File: src/rtl/adder_pkg.sv
// Shared constants for the registered ripple-carry adder.
package adder_pkg;
  localparam int unsigned WIDTH = 4;
  localparam int unsigned SUM_W = WIDTH + 1;
endpackage

File: src/rtl/four_bit_adder_if.sv
// Operand/result bundle for four_bit_adder; master drives operands, slave returns the sum.
interface four_bit_adder_if #(
  parameter int unsigned WIDTH = adder_pkg::WIDTH
) ();
  logic [WIDTH-1:0] A;
  logic [WIDTH-1:0] B;
  logic             in_valid;
  logic [WIDTH:0]   sum;
  logic             out_valid;

  modport master (
    output A,
    output B,
    output in_valid,
    input  sum,
    input  out_valid
  );

  modport slave (
    input  A,
    input  B,
    input  in_valid,
    output sum,
    output out_valid
  );
endinterface

File: src/rtl/full_adder.sv
// One-bit full-adder cell used as a stage of the ripple-carry chain.
module full_adder (
  input  logic a,
  input  logic b,
  input  logic cin,
  output logic s,
  output logic cout
);
  assign s    = a ^ b ^ cin;
  assign cout = (a & b) | (a & cin) | (b & cin);
endmodule

File: src/rtl/four_bit_adder.sv
// Registered unsigned adder: ripple-carry chain of full_adder cells into a result register.
module four_bit_adder
  import adder_pkg::*;
#(
  parameter int unsigned WIDTH = adder_pkg::WIDTH
) (
  input  logic             clk,
  input  logic             rst_n,
  four_bit_adder_if.slave  bus
);
  logic [WIDTH:0]   carry;
  logic [WIDTH-1:0] sum_bits;
  logic [WIDTH:0]   sum_d;
  logic [WIDTH:0]   sum_q;
  logic             out_valid_q;

  assign carry[0] = 1'b0;

  for (genvar i = 0; i < WIDTH; i++) begin : g_chain
    full_adder u_fa (
      .a    (bus.A[i]),
      .b    (bus.B[i]),
      .cin  (carry[i]),
      .s    (sum_bits[i]),
      .cout (carry[i+1])
    );
  end

  assign sum_d = {carry[WIDTH], sum_bits};

  // Sum is enabled only by in_valid so garbage operands on idle cycles never reach it.
  always_ff @(posedge clk or negedge rst_n) begin
    if (!rst_n) begin
      sum_q       <= '0;
      out_valid_q <= 1'b0;
    end else begin
      out_valid_q <= bus.in_valid;
      if (bus.in_valid) begin
        sum_q <= sum_d;
      end
    end
  end

  assign bus.sum       = sum_q;
  assign bus.out_valid = out_valid_q;
endmodule

File: src/flat_wrapper.sv
// flat-port wrapper written by rule: the top's interface ports become plain ports
module four_bit_adder_flat import adder_pkg::*;
#(
  parameter int unsigned WIDTH = adder_pkg::WIDTH
)
  (clk, rst_n, bus_A, bus_B, bus_in_valid, bus_sum, bus_out_valid);
  four_bit_adder_if #(.WIDTH(WIDTH)) bus_i ();
  input  logic clk;
  input  logic rst_n;
  input wire logic [$bits(bus_i.A)-1:0] bus_A;
  input wire logic [$bits(bus_i.B)-1:0] bus_B;
  input wire logic [$bits(bus_i.in_valid)-1:0] bus_in_valid;
  output wire logic [$bits(bus_i.sum)-1:0] bus_sum;
  output wire logic [$bits(bus_i.out_valid)-1:0] bus_out_valid;
  assign bus_i.A = bus_A;
  assign bus_i.B = bus_B;
  assign bus_i.in_valid = bus_in_valid;
  assign bus_sum = bus_i.sum;
  assign bus_out_valid = bus_i.out_valid;
  four_bit_adder #(.WIDTH(WIDTH)) u_core (.clk(clk), .rst_n(rst_n), .bus(bus_i));
endmodule
File: config.mk
export PLATFORM = sky130hd
export DESIGN_NAME = four_bit_adder_flat
export DESIGN_NICKNAME = d
export VERILOG_FILES = /design/src/rtl/adder_pkg.sv /design/src/rtl/four_bit_adder_if.sv /design/src/rtl/full_adder.sv /design/src/rtl/four_bit_adder.sv /design/src/flat_wrapper.sv
export SDC_FILE = /design/constraint.sdc
export NUM_CORES = 1
export LEC_CHECK = 0
export CORE_AREA = 2 2 39 41
export DETAILED_ROUTE_END_ITERATION = 12
export DIE_AREA = 0 0 41 43
export SLEW_MARGIN = 0
export SYNTH_ARGS = -nofsm -noshare
export SYNTH_HDL_FRONTEND = slang
export SYNTH_SLANG_ARGS = --single-unit
File: constraint.sdc
create_clock -name clk -period 1.1 [get_ports clk]
set_input_delay 0.33 -clock clk [delete_from_list [all_inputs] [get_ports clk]]
set_output_delay 0.33 -clock clk [all_outputs]
set_load 0.02 [all_outputs]
# ---- Word-level counts from Yosys, hierarchy flattened
# Index checks and enable logic that the tools add are counted.
dict set report word_totals {
  ff_bits 6
  out_inout_bits 6
  in_bits 11
  word_cells 25
}
dict set report op_classes {
  bitwise_logic 23
}
# operator n
set ops {}
lappend ops {{$and A1 B1 Y1} 10}
lappend ops {{$xor A1 B1 Y1} 7}
lappend ops {{$or A1 B1 Y1} 6}

# ---- Longest topological paths before layout
dict set report depth {
  ltp_word 10
  depth_mapped 6
  depth_no_buf 6
}

# ---- Cells and area by module
# Synthesis repeated with hierarchy kept, for this count alone.
dict set report unflattened {
  hier_cells 16
  hier_area_um2 290.3
}
# module seq_area_each_um2 instances area_each_um2 cells_per_inst
set by_module_without_submodules {}
lappend by_module_without_submodules {four_bit_adder 150.1 1 210.2 12}
lappend by_module_without_submodules {full_adder 0.0 4 20.0 1}

# ---- Least setup slack after synthesis
# No wires, ideal clock.
dict set report synth_path {
  path_type {input to register}
  start {input bus_B[0]}
  end {register u_core.sum_q[3], in the netlist u_core.bus.sum[3]}
  required_time_ns 1.023
  t_arrival_ns 1.834
  path_buffers 0
  path_slack_ns -0.811
  setup_ns 0.077
  cell_stages 6
  path_cell_list {ha_1 fa_1 fa_1 inv_1 fa_1 a21oi_1}
}
dict set report synth_via {
  elab_chain_len 8
  elab_cells_between_ends 10
  cone_classes {10 x bitwise}
}
# element line_no
set synth_lines {}
lappend synth_lines {{from (decl)} flat_wrapper.sv:11} ;# input wire logic [$bits(bus_i.B)-1:0] bus_B;
lappend synth_lines {{$and A1 B1 Y1 (*)} full_adder.sv:10} ;# assign cout = (a & b) | (a & cin) | (b & cin);
lappend synth_lines {{$and A1 B1 Y1} full_adder.sv:10}
lappend synth_lines {{$or A1 B1 Y1} full_adder.sv:10}
lappend synth_lines {{$or A1 B1 Y1 (*)} full_adder.sv:10}
lappend synth_lines {{$and A1 B1 Y1} full_adder.sv:10}
lappend synth_lines {{$or A1 B1 Y1} full_adder.sv:10}
lappend synth_lines {{$or A1 B1 Y1 (*)} full_adder.sv:10}
lappend synth_lines {{$xor A1 B1 Y1 (*)} full_adder.sv:9} ;# assign s = a ^ b ^ cin;
lappend synth_lines {{to (signal assigned)} four_bit_adder.sv:39} ;# sum_q <= sum_d;
lappend synth_lines {{to (decl)} four_bit_adder.sv:14} ;# logic [WIDTH:0] sum_q;
# Every way passes the cells marked *; elsewhere a longest branch is shown, timed or not.
# A chain may end at the register's enable or synchronous reset.

# ---- Worst setup path after layout
dict set report layout_path {
  start {input bus_A[0]}
  end {register u_core.sum_q[3], in the netlist u_core.bus.sum[3]}
}
dict set report layout_via {
  elab_chain_len 8
  elab_cells_between_ends 10
  cone_classes {10 x bitwise}
}
# element line_no
set layout_lines {}
lappend layout_lines {{from (decl)} flat_wrapper.sv:10} ;# input wire logic [$bits(bus_i.A)-1:0] bus_A;
lappend layout_lines {{$and A1 B1 Y1 (*)} full_adder.sv:10}
lappend layout_lines {{$and A1 B1 Y1} full_adder.sv:10}
lappend layout_lines {{$or A1 B1 Y1} full_adder.sv:10}
lappend layout_lines {{$or A1 B1 Y1 (*)} full_adder.sv:10}
lappend layout_lines {{$and A1 B1 Y1} full_adder.sv:10}
lappend layout_lines {{$or A1 B1 Y1} full_adder.sv:10}
lappend layout_lines {{$or A1 B1 Y1 (*)} full_adder.sv:10}
lappend layout_lines {{$xor A1 B1 Y1 (*)} full_adder.sv:9}
# Marked as above.

==> results.py <==
metrics = {
    "drt": {
        "ant_nets": 0,
        "drt-pass1-iter-count": 2,
        "drc": 0,
        "first_iter_violations": 1,
        "avgRoutedWirePerCell_um": 12.9,
        "routed_wl_um": 763,
        "via_per_inst": 4.05,
        "num_vias": 239,
    },
    "floorplanning": {
        "core_um2": 1380,
        "die_y_um": 43,
        "io_pins": 17,
        "initial_utilization_pct": 22.2,
        "die_w_um": 41,
        "row_count": 14,
        "die_area_um2": 1760,
    },
    "clock_tree": {
        "cts_tree": "yes",
        "clockBufferDepth": 2,
        "htreeDepth": 1,
        "root_buffer": "clkbuf_4",
        "clkTransAtPathRegs_ns": 0.04,
        "cts_hold_buf": 0,
        "cts-buffers-inserted": 3,
        "cts_sinks": 6,
        "clock_latency_ns": 0.24,
    },
    "hold_path": {
        "hp-class": "in2async",
    },
    "timing": {
        "hold_violations": 0,
        "max_slew_margin_pct": 81.6,
        "period_needed_ns": 1.74,
        "rsz0062_at_grt": "true",
        "max_slew.worst_pin.slew_ns": 0.275,
        "slew_violations": 0,
        "fin_skew_ns": 0,
        "fmax_ghz": 0.574,
        "fin_crit_sh_pct": 158,
        "fin_ws_ns": -0.642,
        "setup_viol_count_final": 5,
    },
    "logic_synthesis": {
        "ys_seq_elements": 6,
        "syn-cell-area_um2": 308,
        "syn_nets": 36,
        "synth_cell_types": 8,
        "synth_top_cell_area_share_pct": 48.8,
        "synth_top_cell_by_area": "dfrtp_1",
        "synthCells": 21,
        "avgSynthCellArea_um2": 14.7,
        "yosysSeqAreaShare_pct": 48.8,
        "synth_warnings": 0,
        "ys_top_cells_by_area": "dfrtp_1, fa_1, mux2_4",
    },
    "placed_design": {
        "post-place-ws_ns": -1.33,
        "hpwl_um": 622,
        "io_buffer_count": 16,
        "place_congestion": 0.644,
        "dp_cells": 53,
    },
    "outcome": {
        "failed_checks": "negative setup slack",
        "outcome": "finished with violations",
    },
    "power": {
        "power_leakage_nw": 0.259,
        "p_per_area_nw_per_um2": 1370,
        "ir_worst_vdd_v": 0.000909,
    },
    "layout": {
        "diodes": 0,
        "layout.nets": 60,
        "area_delta_synth_final_pct": 80.1,
        "final_common_cell": "buf_6",
        "layout_common_cells": "buf_6, dfrtp_1, clkdlybuf4s50_1, buf_4",
        "drive_above_1_share_pct": 55.8,
        "final_cells": 59,
        "utilization_pct": 40.1,
        "fillCellCount": 133,
    },
    "global_routing": {
        "grt_use_total_pct": 10.6,
        "antenna_found_initial": 0,
        "grt_overflow": 0,
        "first_global_vias": 271,
        "grt_max_degree": 7,
        "grt_pass1_wl_um": 1120,
    },
    "worst_setup_path": {
        "crit_required_ns": 1.27,
        "start_kind": "primary input",
        "critical_path_class": "in2reg",
        "worstPathArrival_ns": 1.91,
        "cp_common_cell": "fa_2",
        "path_cells": "buf_6 -> ha_4 -> fa_2 -> fa_2 -> inv_2 -> fa_1 -> a21oi_2",
        "critPathMaxFanout": 1,
        "end_kind": "register",
        "r2r_cells": 2,
        "worst_path_max_delay_cell": "fa_1",
        "crit_path_max_incr_delay_ns": 0.43,
    },
    "job": {
        "drv_cap": 0,
    },
}
## state kept, by name, indices dropped and copies added (netlist names)
signal	cells
u_core.bus.sum	5
u_core.bus.out_valid	1
## cell families (layout without fill, tap and decap cells)
group	count (synthesis)	after routing	share of synthesized area, %
flip-flops	6	6	48.8
adder cells (fa/ha/maj)	4	4	23.6
buffers and inverters	4	26	7.32
multiplexers	3	3	14.6
AO/OA/AOI/OAI	2	2	3.25
AND/OR/NAND/NOR	2	2	2.44
## worst max-delay path: cells and delay by family
family	cells	cell delay [ns]
fa+ha+maj	4	1.28
buf+inv	2	0.16
compound gates	1	0.13
## stage by stage
step	power, W	setup TNS [ns]	instance area [um2]	hold WS [ns]
2_1_floorplan	0.000392	-1.89	325	0.0344
6_report	0.000757	-1.44	554	0.333
5_1_grt	0.000808	-1.67	554	0.354
3_5_place_dp	0.000530	-5.59	502	0.500
3_3_place_gp	0.000517	-5.25	502	0.496
4_1_cts	0.000756	-1.58	536	0.333
## power breakdown
part | total, W | internal (W) | switching (W)
combinational | 0.000283 | 0.000170 | 0.000112
clock | 0.000192 | 0.000123 | 0.0000696
sequential | 0.000282 | 0.000256 | 0.0000259
total | 0.000757 | 0.000549 | 0.000208
## cell type report
cell class	instances	area, um2	area share, %
repair buffers	20	194	35.0
flip-flops and latches	6	150	27.1
well taps	16	20.0	3.61
clock buffers	3	22.5	4.06
multi-input cells	11	156	28.2
inverters	3	11.3	2.03
## routing by layer
metal	vias up	wire length [um]	GRT usage (%)
li1	109	-	-
met1	111	248	10.0
met2	19	378	15.6
met3	0	136	9.42
met4	0	0	4.00
met5	-	0	0
## what timing repair did
item                                    CTS  global route
endpoints found under the setup margin   11            10
gates resized for setup                  48             5
setup buffers                             1             2
cloned                                    0             0
pin swaps                                 5             4
## final timing paths
path	to	slack (ns)	from
setup reg to reg	u_core.bus.sum[0]$_DFFE_PN0P_	0.21	u_core.bus.sum[0]$_DFFE_PN0P_
hold reg to reg	u_core.bus.sum[2]$_DFFE_PN0P_	0.54	u_core.bus.sum[2]$_DFFE_PN0P_
min in group clk	u_core.bus.sum[0]$_DFFE_PN0P_	0.43	bus_B[0]
max in group asynchronous	u_core.bus.sum[4]$_DFFE_PN0P_	0.55	rst_n
setup / recovery	u_core.bus.sum[3]$_DFFE_PN0P_	-0.64	bus_A[0]
hold / removal	u_core.bus.sum[0]$_DFFE_PN0P_	0.33	rst_n
## cell usage after synthesis, drive strengths merged
| cell | count |
|---|---|
| mux2 | 3 |
| nor2 | 2 |
| a21oi | 2 |
| dfrtp | 6 |
| buf | 1 |
| fa | 3 |
| inv | 3 |
| ha | 1 |
(Power assumes the default switching activity.)
